--- src/rtl/fft_pkg.sv ---
// Shared helpers for the SDF FFT stages: saturation, clog2, twiddle unity and phase encoding.
package fft_pkg;

   typedef enum logic {
      PH_FILL = 1'b0,
      PH_BFLY = 1'b1
   } phase_t;

   localparam int unsigned SAT_IN_W = 64;

   function automatic int unsigned clog2(input int unsigned value);
      int unsigned res;
      res = 0;
      for (int unsigned v = value - 1; v > 0; v = v >> 1) begin
         res = res + 1;
      end
      return res;
   endfunction

   // Clamps a sign-extended value of any narrower width into the signed w-bit range.
   function automatic logic signed [SAT_IN_W-1:0] saturate(
      input logic signed [SAT_IN_W-1:0] x,
      input int unsigned                w
   );
      logic signed [SAT_IN_W-1:0] hi;
      logic signed [SAT_IN_W-1:0] lo;
      hi = (64'sd1 <<< (w - 32'd1)) - 64'sd1;
      lo = -(64'sd1 <<< (w - 32'd1));
      if (x > hi) begin
         return hi;
      end else if (x < lo) begin
         return lo;
      end
      return x;
   endfunction

   function automatic int unsigned twiddle_one(input int unsigned frac);
      return 32'd1 << frac;
   endfunction

endpackage

--- src/rtl/sdf_delay_line.sv ---
// DEPTH x W shift register with enable; q is the oldest entry. Async active-low clear.
module sdf_delay_line #(
   parameter int unsigned W     = 8,
   parameter int unsigned DEPTH = 2
) (
   input  logic         clk,
   input  logic         clear,
   input  logic         en,
   input  logic [W-1:0] d,
   output logic [W-1:0] q
);

   logic [W-1:0] mem [DEPTH];

   always_ff @(posedge clk or negedge clear) begin
      if (!clear) begin
         for (int unsigned i = 0; i < DEPTH; i++) begin
            mem[i] <= '0;
         end
      end else if (en) begin
         mem[0] <= d;
         for (int unsigned i = 1; i < DEPTH; i++) begin
            mem[i] <= mem[i-1];
         end
      end
   end

   assign q = mem[DEPTH-1];

endmodule

--- src/rtl/fft_sdf_stage.sv ---
// Radix-2 single-path delay-feedback FFT stage with self-sequencing counter and valid handshake.
// Build option: FFT_SDF_SCALE_EN selects halving of butterfly results instead of saturation.
module fft_sdf_stage
   import fft_pkg::*;
#(
   parameter int unsigned W       = 8,
   parameter int unsigned DEPTH   = 2,
   parameter int unsigned TW_W    = 8,
   parameter int unsigned TW_FRAC = 6
) (
   input  logic                     clk,
   input  logic                     clear,
   input  logic                     in_valid,
   input  logic [W-1:0]             in_data,
   input  logic [TW_W-1:0]          tw,
   output logic [clog2(DEPTH)-1:0]  tw_idx,
   output logic                     out_valid,
   output logic [W-1:0]             out_data
);

   localparam int unsigned CW = clog2(2 * DEPTH);
   localparam int unsigned IW = clog2(DEPTH);
   localparam int unsigned PW = W + TW_W;

   logic [CW-1:0]              cnt;
   logic                       primed;
   phase_t                     phase;
   logic [W-1:0]               d_out;
   logic [W-1:0]               dl_in;

   logic signed [W:0]          sum_w;
   logic signed [W:0]          diff_w;
   logic signed [W-1:0]        sum_r;
   logic signed [W-1:0]        diff_r;
   logic signed [PW-1:0]       prod;
   logic signed [PW-1:0]       prod_sh;
   logic signed [W-1:0]        twid;
   logic signed [SAT_IN_W-1:0] sat_sum;
   logic signed [SAT_IN_W-1:0] sat_diff;
   logic signed [SAT_IN_W-1:0] sat_prod;
   logic [W-1:0]               out_next;

   assign phase  = phase_t'(cnt[CW-1]);
   assign tw_idx = cnt[IW-1:0];

   sdf_delay_line #(
      .W     (W),
      .DEPTH (DEPTH)
   ) u_delay (
      .clk   (clk),
      .clear (clear),
      .en    (in_valid),
      .d     (dl_in),
      .q     (d_out)
   );

   always_comb begin
      sum_w    = $signed({d_out[W-1], d_out}) + $signed({in_data[W-1], in_data});
      diff_w   = $signed({d_out[W-1], d_out}) - $signed({in_data[W-1], in_data});
      sat_sum  = saturate(SAT_IN_W'(sum_w), W);
      sat_diff = saturate(SAT_IN_W'(diff_w), W);
`ifdef FFT_SDF_SCALE_EN
      sum_r    = sum_w[W:1];
      diff_r   = diff_w[W:1];
`else
      sum_r    = sat_sum[W-1:0];
      diff_r   = sat_diff[W-1:0];
`endif
      prod     = PW'($signed(d_out)) * PW'($signed(tw));
      prod_sh  = prod >>> TW_FRAC;
      sat_prod = saturate(SAT_IN_W'(prod_sh), W);
      twid     = sat_prod[W-1:0];

      dl_in    = in_data;
      out_next = twid;
      if (phase == PH_BFLY) begin
         dl_in    = diff_r;
         out_next = sum_r;
      end
   end

   // primed is sampled before its own update, so the first frame's fill emits nothing.
   always_ff @(posedge clk or negedge clear) begin
      if (!clear) begin
         cnt       <= '0;
         primed    <= 1'b0;
         out_valid <= 1'b0;
         out_data  <= '0;
      end else begin
         out_valid <= in_valid & ((phase == PH_BFLY) | primed);
         if (in_valid) begin
            cnt <= cnt + CW'(1);
            if (phase == PH_BFLY) begin
               primed <= 1'b1;
            end
            if ((phase == PH_BFLY) || primed) begin
               out_data <= out_next;
            end
         end
      end
   end

endmodule
--- config.mk ---
export PLATFORM = sky130hd
export DESIGN_NAME = fft_sdf_stage
export DESIGN_NICKNAME = d
export VERILOG_FILES = /design/src/rtl/fft_pkg.sv /design/src/rtl/sdf_delay_line.sv /design/src/rtl/fft_sdf_stage.sv
export SDC_FILE = /design/constraint.sdc
export NUM_CORES = 1
export LEC_CHECK = 0
export ABC_AREA = 1
export CAP_MARGIN = 30
export CORE_ASPECT_RATIO = 1.75
export CORE_MARGIN = 2
export CORE_UTILIZATION = 40
export CTS_CLUSTER_DIAMETER = 50
export DETAILED_ROUTE_END_ITERATION = 7
export GPL_TIMING_DRIVEN = 0
export PLACE_DENSITY = 0.53
export SYNTH_ARGS = -nofsm -noshare
export SYNTH_HDL_FRONTEND = slang
export SYNTH_SLANG_ARGS = --single-unit
--- constraint.sdc ---
create_clock -name clk -period 5.5 [get_ports clk]
set_clock_uncertainty 0.15 [all_clocks]
set_input_delay 1.1 -clock clk [delete_from_list [all_inputs] [get_ports clk]]
set_output_delay 1.1 -clock clk [all_outputs]
set_load 0.03 [all_outputs]
==> flow_summary.ini, run 1 <==
[finish]
nFillCells = 1334
nets = 873
antenna_cells_inserted = 0
mostFrequentLayoutCells = sky130_fd_sc_hd__nand2_1, sky130_fd_sc_hd__inv_1, sky130_fd_sc_hd__fa_1, sky130_fd_sc_hd__ha_1, sky130_fd_sc_hd__dfrtp_1
final_cell_area_sq_um = 5670
syn2layout_area_growth_pct = 13.1
layout.cells.most_common = sky130_fd_sc_hd__nand2_1
drive_gt1_share_pct = 10.6
finish.cell_count_without_fillers = 923

[timing]
timing.max_slew.rel_slack_pct = 66.0
layout_worst_path_cycle_share_pct = 95.8
setup-violations-final = 0
period_minus_slack_ns = 5.27
tightestPinTransition_ns = 0.510
hold_violations = 0
drv_slew = 0
maxClockFrequency_mhz = 190

[grt]
initial_antenna_violation_count = 0
largest_net_degree_at_the_start_of_global_routing = 21
grt_pass1_vias = 4674
grt.overflow.total = 0
globalRouteTotalUtil_pct = 20.5
grt_first_pass_wirelength_um = 21700

[floorplanning]
die_area_sq_um = 13500
die-width_um = 88.7
ioPinCount = 29
die_h_um = 152
initial_core_util_pct = 40.6
floorplan.rows = 54
placeableCoreArea_sq_um = 12400

[drt]
drt_drc_violations_left = 0
postRouteAntennaNets = 0
drt_iter0_markers = 122
finalWirelength_um = 13000
dr_total_vias = 4391
routed_via_density = 4.76
iteration_count_of_the_initial_detailed_routing_pass = 4
wire_per_inst_um = 14.1

[min_path]
min_delay_path_depth = 2
hold_path.class = flop to flop
timing.hold.worst.start = out_data[7]$_DFFE_PN0P_

[cts]
cts_made_buffers = 3
cts_max_path_buffers = 2
cts_tree = yes
worst_skew_pair.late_latency_ns = 0.27
clock_tree.htree_level_count = 1
cts_root_buffer = sky130_fd_sc_hd__clkbuf_16
tritoncts_num_sinks = 28
clkSlewWorstSetupHoldPaths_ns = 0.07

[critical_path]
r2r_start = u_delay.q[1]$_DFFE_PN0P_
worst-r2r-cell-count = 22
regToRegSetupSlack_ns = 0.47
path_max_fanout = 8
critical_path_class = input port to flop
cp_data_arrival_time_ns = 5.28
startpoint_type = input port
critPathCaptureType = flop
launch_point_of_the_worst_path = tw[2]
required_ns = 5.52

[yosys]
seq_area_frac_synth_pct = 14.0
synthesis.yosys.warnings = 0
mappedNetlistNets = 843
ys_ff_latch = 28
synthesis.instances = 726
synth_largest_area_cell = sky130_fd_sc_hd__fa_1
synth_top_cells_by_area = sky130_fd_sc_hd__fa_1, sky130_fd_sc_hd__nand2_1, sky130_fd_sc_hd__dfrtp_1, sky130_fd_sc_hd__inv_1, sky130_fd_sc_hd__ha_1
syn_area_sq_um = 5020
netlist-cell-type-count = 35
synth_top_cell_area_share_pct = 22.0
synth_area_per_cell_sq_um = 6.91

[place]
dpl.hpwl_um = 11100
placed_cell_area_sq_um = 5460
gpl.final_weighted_congestion = 0.922
numPortBuffers = 22
dpl.cell_count = 917

[job]
maxCapViolCount = 0

[outcome]
status = finished, final reports clean
## repair_timing
action	4_1_cts	5_1_grt
hold buffers	0	0
endpoints found under the hold margin	0	0
resized for setup	13	33
setup buffers	1	1
setup endpoints to repair	8	8
pin swaps	1	7
## worst paths after layout
kind	endpoint
max in group asynchronous	cnt[1]$_DFFE_PN0P_
max	out_data[3]$_DFFE_PN0P_
min in group asynchronous	u_delay.q[4]$_DFFE_PN0P_
min	out_data[7]$_DFFE_PN0P_
min reg2reg	out_data[7]$_DFFE_PN0P_
max reg2reg	out_data[3]$_DFFE_PN0P_
## flip-flops by register name (all words and copies together), names as in the netlist
signal,flops
cnt,2
out_data,8
out_valid,1
primed,1
u_delay.mem,8
u_delay.q,8
## cell usage after synthesis
| cell | count |
|---|---|
| sky130_fd_sc_hd__nand2_1 | 231 |
| sky130_fd_sc_hd__inv_1 | 172 |
| sky130_fd_sc_hd__fa_1 | 55 |
| sky130_fd_sc_hd__ha_1 | 43 |
| sky130_fd_sc_hd__a21oi_1 | 28 |
| sky130_fd_sc_hd__dfrtp_1 | 28 |
| sky130_fd_sc_hd__nand3_1 | 23 |
| sky130_fd_sc_hd__nor2_1 | 22 |
| sky130_fd_sc_hd__clkbuf_1 | 16 |
| sky130_fd_sc_hd__xor2_1 | 13 |
| sky130_fd_sc_hd__nand2_2 | 12 |
| sky130_fd_sc_hd__nand4_1 | 9 |
| sky130_fd_sc_hd__inv_2 | 8 |
| sky130_fd_sc_hd__o21ai_0 | 8 |
| sky130_fd_sc_hd__o21ai_1 | 8 |
| sky130_fd_sc_hd__xnor2_1 | 7 |
| sky130_fd_sc_hd__buf_4 | 5 |
| sky130_fd_sc_hd__nor2_2 | 5 |
| sky130_fd_sc_hd__a21oi_2 | 4 |
| sky130_fd_sc_hd__nand3_2 | 4 |
| sky130_fd_sc_hd__nand3b_1 | 4 |
| sky130_fd_sc_hd__o21bai_1 | 3 |
| sky130_fd_sc_hd__a21oi_4 | 2 |
| sky130_fd_sc_hd__and2_1 | 2 |
| sky130_fd_sc_hd__buf_6 | 2 |
| sky130_fd_sc_hd__clkinv_1 | 2 |
| sky130_fd_sc_hd__nor3_1 | 2 |
| sky130_fd_sc_hd__a21boi_2 | 1 |
| sky130_fd_sc_hd__a31oi_1 | 1 |
| sky130_fd_sc_hd__and3_1 | 1 |
| sky130_fd_sc_hd__clkbuf_8 | 1 |
| sky130_fd_sc_hd__o211ai_1 | 1 |
| sky130_fd_sc_hd__o21a_1 | 1 |
| sky130_fd_sc_hd__o21ai_2 | 1 |
| sky130_fd_sc_hd__or2_2 | 1 |
## kinds of logic after synthesis
logic type / after synthesis / synth area share (%)
XOR/XNOR: 20 / 3.49
AND/OR/NAND/NOR: 316 / 26.6
flip-flops: 28 / 14.0
adder cells (fa/ha/maj): 98 / 32.7
buffers and inverters: 206 / 16.3
AO/OA/AOI/OAI: 58 / 7.01
## critical path, stage by stage
cell,delay [ns]
sky130_fd_sc_hd__buf_4,0.16
sky130_fd_sc_hd__nand2_4,0.09
sky130_fd_sc_hd__inv_2,0.06
sky130_fd_sc_hd__fa_2,0.64
sky130_fd_sc_hd__inv_4,0.07
sky130_fd_sc_hd__fa_1,0.54
sky130_fd_sc_hd__inv_1,0.06
sky130_fd_sc_hd__fa_1,0.52
sky130_fd_sc_hd__inv_1,0.05
sky130_fd_sc_hd__fa_1,0.52
sky130_fd_sc_hd__inv_1,0.06
sky130_fd_sc_hd__ha_4,0.29
sky130_fd_sc_hd__nand2_2,0.11
sky130_fd_sc_hd__nor2_2,0.14
sky130_fd_sc_hd__nand2_1,0.09
sky130_fd_sc_hd__a21oi_2,0.13
sky130_fd_sc_hd__nor2_1,0.07
sky130_fd_sc_hd__nand2_1,0.07
sky130_fd_sc_hd__nand2_2,0.07
sky130_fd_sc_hd__a21oi_4,0.20
sky130_fd_sc_hd__nand2_1,0.09
sky130_fd_sc_hd__nand2_1,0.08
sky130_fd_sc_hd__nand2_1,0.05
## area by class of cell
| type | instances | area [sq um] | share of cell area, % |
|---|---|---|---|
| plain buffers | 24 | 143 | 2.51 |
| clock buffers | 3 | 75.1 | 1.32 |
| clock inverters | 1 | 30.0 | 0.529 |
| repair buffers | 25 | 235 | 4.15 |
| inverters | 182 | 686 | 12.1 |
| well taps | 168 | 210 | 3.71 |
| flip-flops and latches | 28 | 701 | 12.4 |
| multi-input cells | 492 | 3590 | 63.3 |
## stage by stage
step                      hold WS (ns)  util [%]  setup TNS, ns  setup slack (ns)
after floorplan                  0.299         -              0            0.0765
after global routing             0.353      45.9        -0.0145           -0.0112
after detailed placement         0.314      44.2          -4.59            -0.617
final                            0.329      45.9              0             0.234
after CTS                        0.334      45.2              0            0.0163
after global placement           0.309      44.0          -4.24            -0.572
## metal layers
metal	GRT usage (%)	vias to the layer above	wire length, um
met2	41.1	60	7640
met3	0.596	29	225
met1	20.2	2109	4550
li1	-	2193	-
met4	9.31	0	592
met5	0	-	0
Power of run 1 is left out: the tool's default activity adds up to more than one toggle a clock period on the data nets, which glitch-free logic cannot reach.
==> run 2: changes to the inputs <==
--- a/config.mk
+++ b/config.mk
@@ -6,7 +6,6 @@
 export NUM_CORES = 1
 export LEC_CHECK = 0
 export ABC_AREA = 1
-export CAP_MARGIN = 30
 export CORE_ASPECT_RATIO = 1.75
 export CORE_MARGIN = 2
 export CORE_UTILIZATION = 40
==> run 2 against run 1 <==
Effect of this change: register-to-register slack about the same; cell count decreased by 0.22%; global-route usage about the same.
==> flow_summary.ini, run 2 (synthesis gave the netlist of run 1 again) <==
[job]
maxCapViolCount = 0

[floorplanning]
initial_core_util_pct = 40.6
floorplan.rows = 54
die-width_um = 88.7
die_area_sq_um = 13500
ioPinCount = 29
placeableCoreArea_sq_um = 12400
die_h_um = 152

[place]
dpl.cell_count = 916
gpl.final_weighted_congestion = 0.922
numPortBuffers = 22
dpl.hpwl_um = 11100

[timing]
drv_slew = 0
timing.max_slew.rel_slack_pct = 57.0
rsz0062_at_grt = no
setup-violations-final = 0
period_minus_slack_ns = 5.26
maxClockFrequency_mhz = 190
tightestPinTransition_ns = 0.645
hold_violations = 0
layout_worst_path_cycle_share_pct = 95.5

[finish]
layout.cells.most_common = sky130_fd_sc_hd__nand2_1
regArea_sq_um = 701
syn2layout_area_growth_pct = 13.6
drive_gt1_share_pct = 11.7
mostFrequentLayoutCells = sky130_fd_sc_hd__nand2_1, sky130_fd_sc_hd__inv_1, sky130_fd_sc_hd__fa_1, sky130_fd_sc_hd__ha_1, sky130_fd_sc_hd__dfrtp_1
nFillCells = 1304
finish.cell_count_without_fillers = 921
nets = 871
antenna_cells_inserted = 0
multi_input_comb_area_sq_um = 3650

[drt]
wire_per_inst_um = 14.2
dr_total_vias = 4379
finalWirelength_um = 13100
drt_drc_violations_left = 0
routed_via_density = 4.75
postRouteAntennaNets = 0
drt_iter0_markers = 119
iteration_count_of_the_initial_detailed_routing_pass = 4

[cts]
tritoncts_num_sinks = 28
cts_tree = yes
cts.hold.buffers_added = 0
cts_made_buffers = 3
clock_tree.htree_level_count = 1
cts_max_path_buffers = 2
clkSlewWorstSetupHoldPaths_ns = 0.07
cts_root_buffer = sky130_fd_sc_hd__clkbuf_16
worst_skew_pair.late_latency_ns = 0.27

[critical_path]
startpoint_type = input port
critPathCaptureType = flop
worst-r2r-cell-count = 22
required_ns = 5.52
worst_path_max_delay_cell = sky130_fd_sc_hd__fa_2
cpPeakStageDelay_ns = 0.64
regToRegSetupSlack_ns = 0.48
worst_path_cell_chain = buf_4 -> nand2_4 -> inv_2 -> fa_2 -> inv_4 -> fa_1 -> inv_1 -> fa_1 -> inv_1 -> fa_1 -> inv_1 -> ha_4 -> nand2_1 -> nor2_2 -> and2_4 -> nand2_2 -> nand3_2 -> nand2_2 -> nand2_2 -> nand2_2 -> a21oi_4 -> nand2_1 -> nand2_1 -> nand2_1
path_max_fanout = 8
cp_data_arrival_time_ns = 5.28
critical_path_class = input port to flop

[grt]
initial_antenna_violation_count = 0
largest_net_degree_at_the_start_of_global_routing = 29
grt.overflow.total = 0
grt_pass1_vias = 4666
globalRouteTotalUtil_pct = 20.5
grt_first_pass_wirelength_um = 21600

[min_path]
hold_path.class = flop to flop
min_delay_path_depth = 2

[outcome]
status = finished, final reports clean
## run 2: layout make-up
type / instances / area share (%)
plain buffers: 24 / 2.50
clock inverters: 1 / 0.527
well taps: 168 / 3.69
flip-flops and latches: 28 / 12.3
clock buffers: 3 / 1.32
multi-input cells: 492 / 64.0
inverters: 182 / 12.0
repair buffers: 23 / 3.64
## run 2: final timing paths
| path | from | endpoint |
|---|---|---|
| max | tw[2] | out_data[3]$_DFFE_PN0P_ |
| min | out_data[7]$_DFFE_PN0P_ | out_data[7]$_DFFE_PN0P_ |
| max reg2reg | u_delay.q[1]$_DFFE_PN0P_ | out_data[3]$_DFFE_PN0P_ |
| min reg2reg | out_data[7]$_DFFE_PN0P_ | out_data[7]$_DFFE_PN0P_ |
| max in group asynchronous | clear | cnt[1]$_DFFE_PN0P_ |
| min in group asynchronous | clear | u_delay.q[4]$_DFFE_PN0P_ |
## run 2: critical path, delay by kind of cell
kind	cells	cell delay (ns)
buffers and inverters	6	0.46
adders and majority gates	5	2.53
and+or+nand+nor	12	0.94
AOI/OAI and AO/OA	1	0.22
## run 2: layer usage
| metal | wire length [um] | vias up | GRT usage [%] |
|---|---|---|---|
| li1 | - | 2187 | - |
| met1 | 4530 | 2097 | 19.3 |
| met2 | 7860 | 76 | 42.5 |
| met3 | 244 | 19 | 0.921 |
| met4 | 421 | 0 | 8.23 |
| met5 | 0 | - | 0 |
## run 2: metrics by stage
stage	TNS [ns]	hold slack [ns]	util [%]	setup WS, ns	area, sq um
final	0	0.329	46.1	0.245	5700
after detailed placement	-4.38	0.314	44.0	-0.594	5450
after floorplan	0	0.299	-	0.0765	5020
after global placement	-4.24	0.309	44.0	-0.572	5450
after CTS	0	0.333	45.3	0.0191	5600
after global routing	0	0.361	46.1	0.00428	5700
## run 2: repair_timing
action / in CTS / in global routing
pin swaps: 2 / 10
setup endpoints to repair: 8 / 8
resized for setup: 15 / 42
buffers inserted: 1 / 0
Power of run 2 is left out for the same reason.
==> run 3: changes to the inputs <==
--- a/config.mk
+++ b/config.mk
@@ -11,6 +11,7 @@
 export CORE_UTILIZATION = 40
 export CTS_CLUSTER_DIAMETER = 50
 export DETAILED_ROUTE_END_ITERATION = 7
+export GPL_ROUTABILITY_DRIVEN = 1
 export GPL_TIMING_DRIVEN = 0
 export PLACE_DENSITY = 0.53
 export SYNTH_ARGS = -nofsm -noshare
==> results of run 3 <==
Same layout as run 2: the final DEF is identical, and so are final timing and power.
Power of run 3 is left out for the same reason.
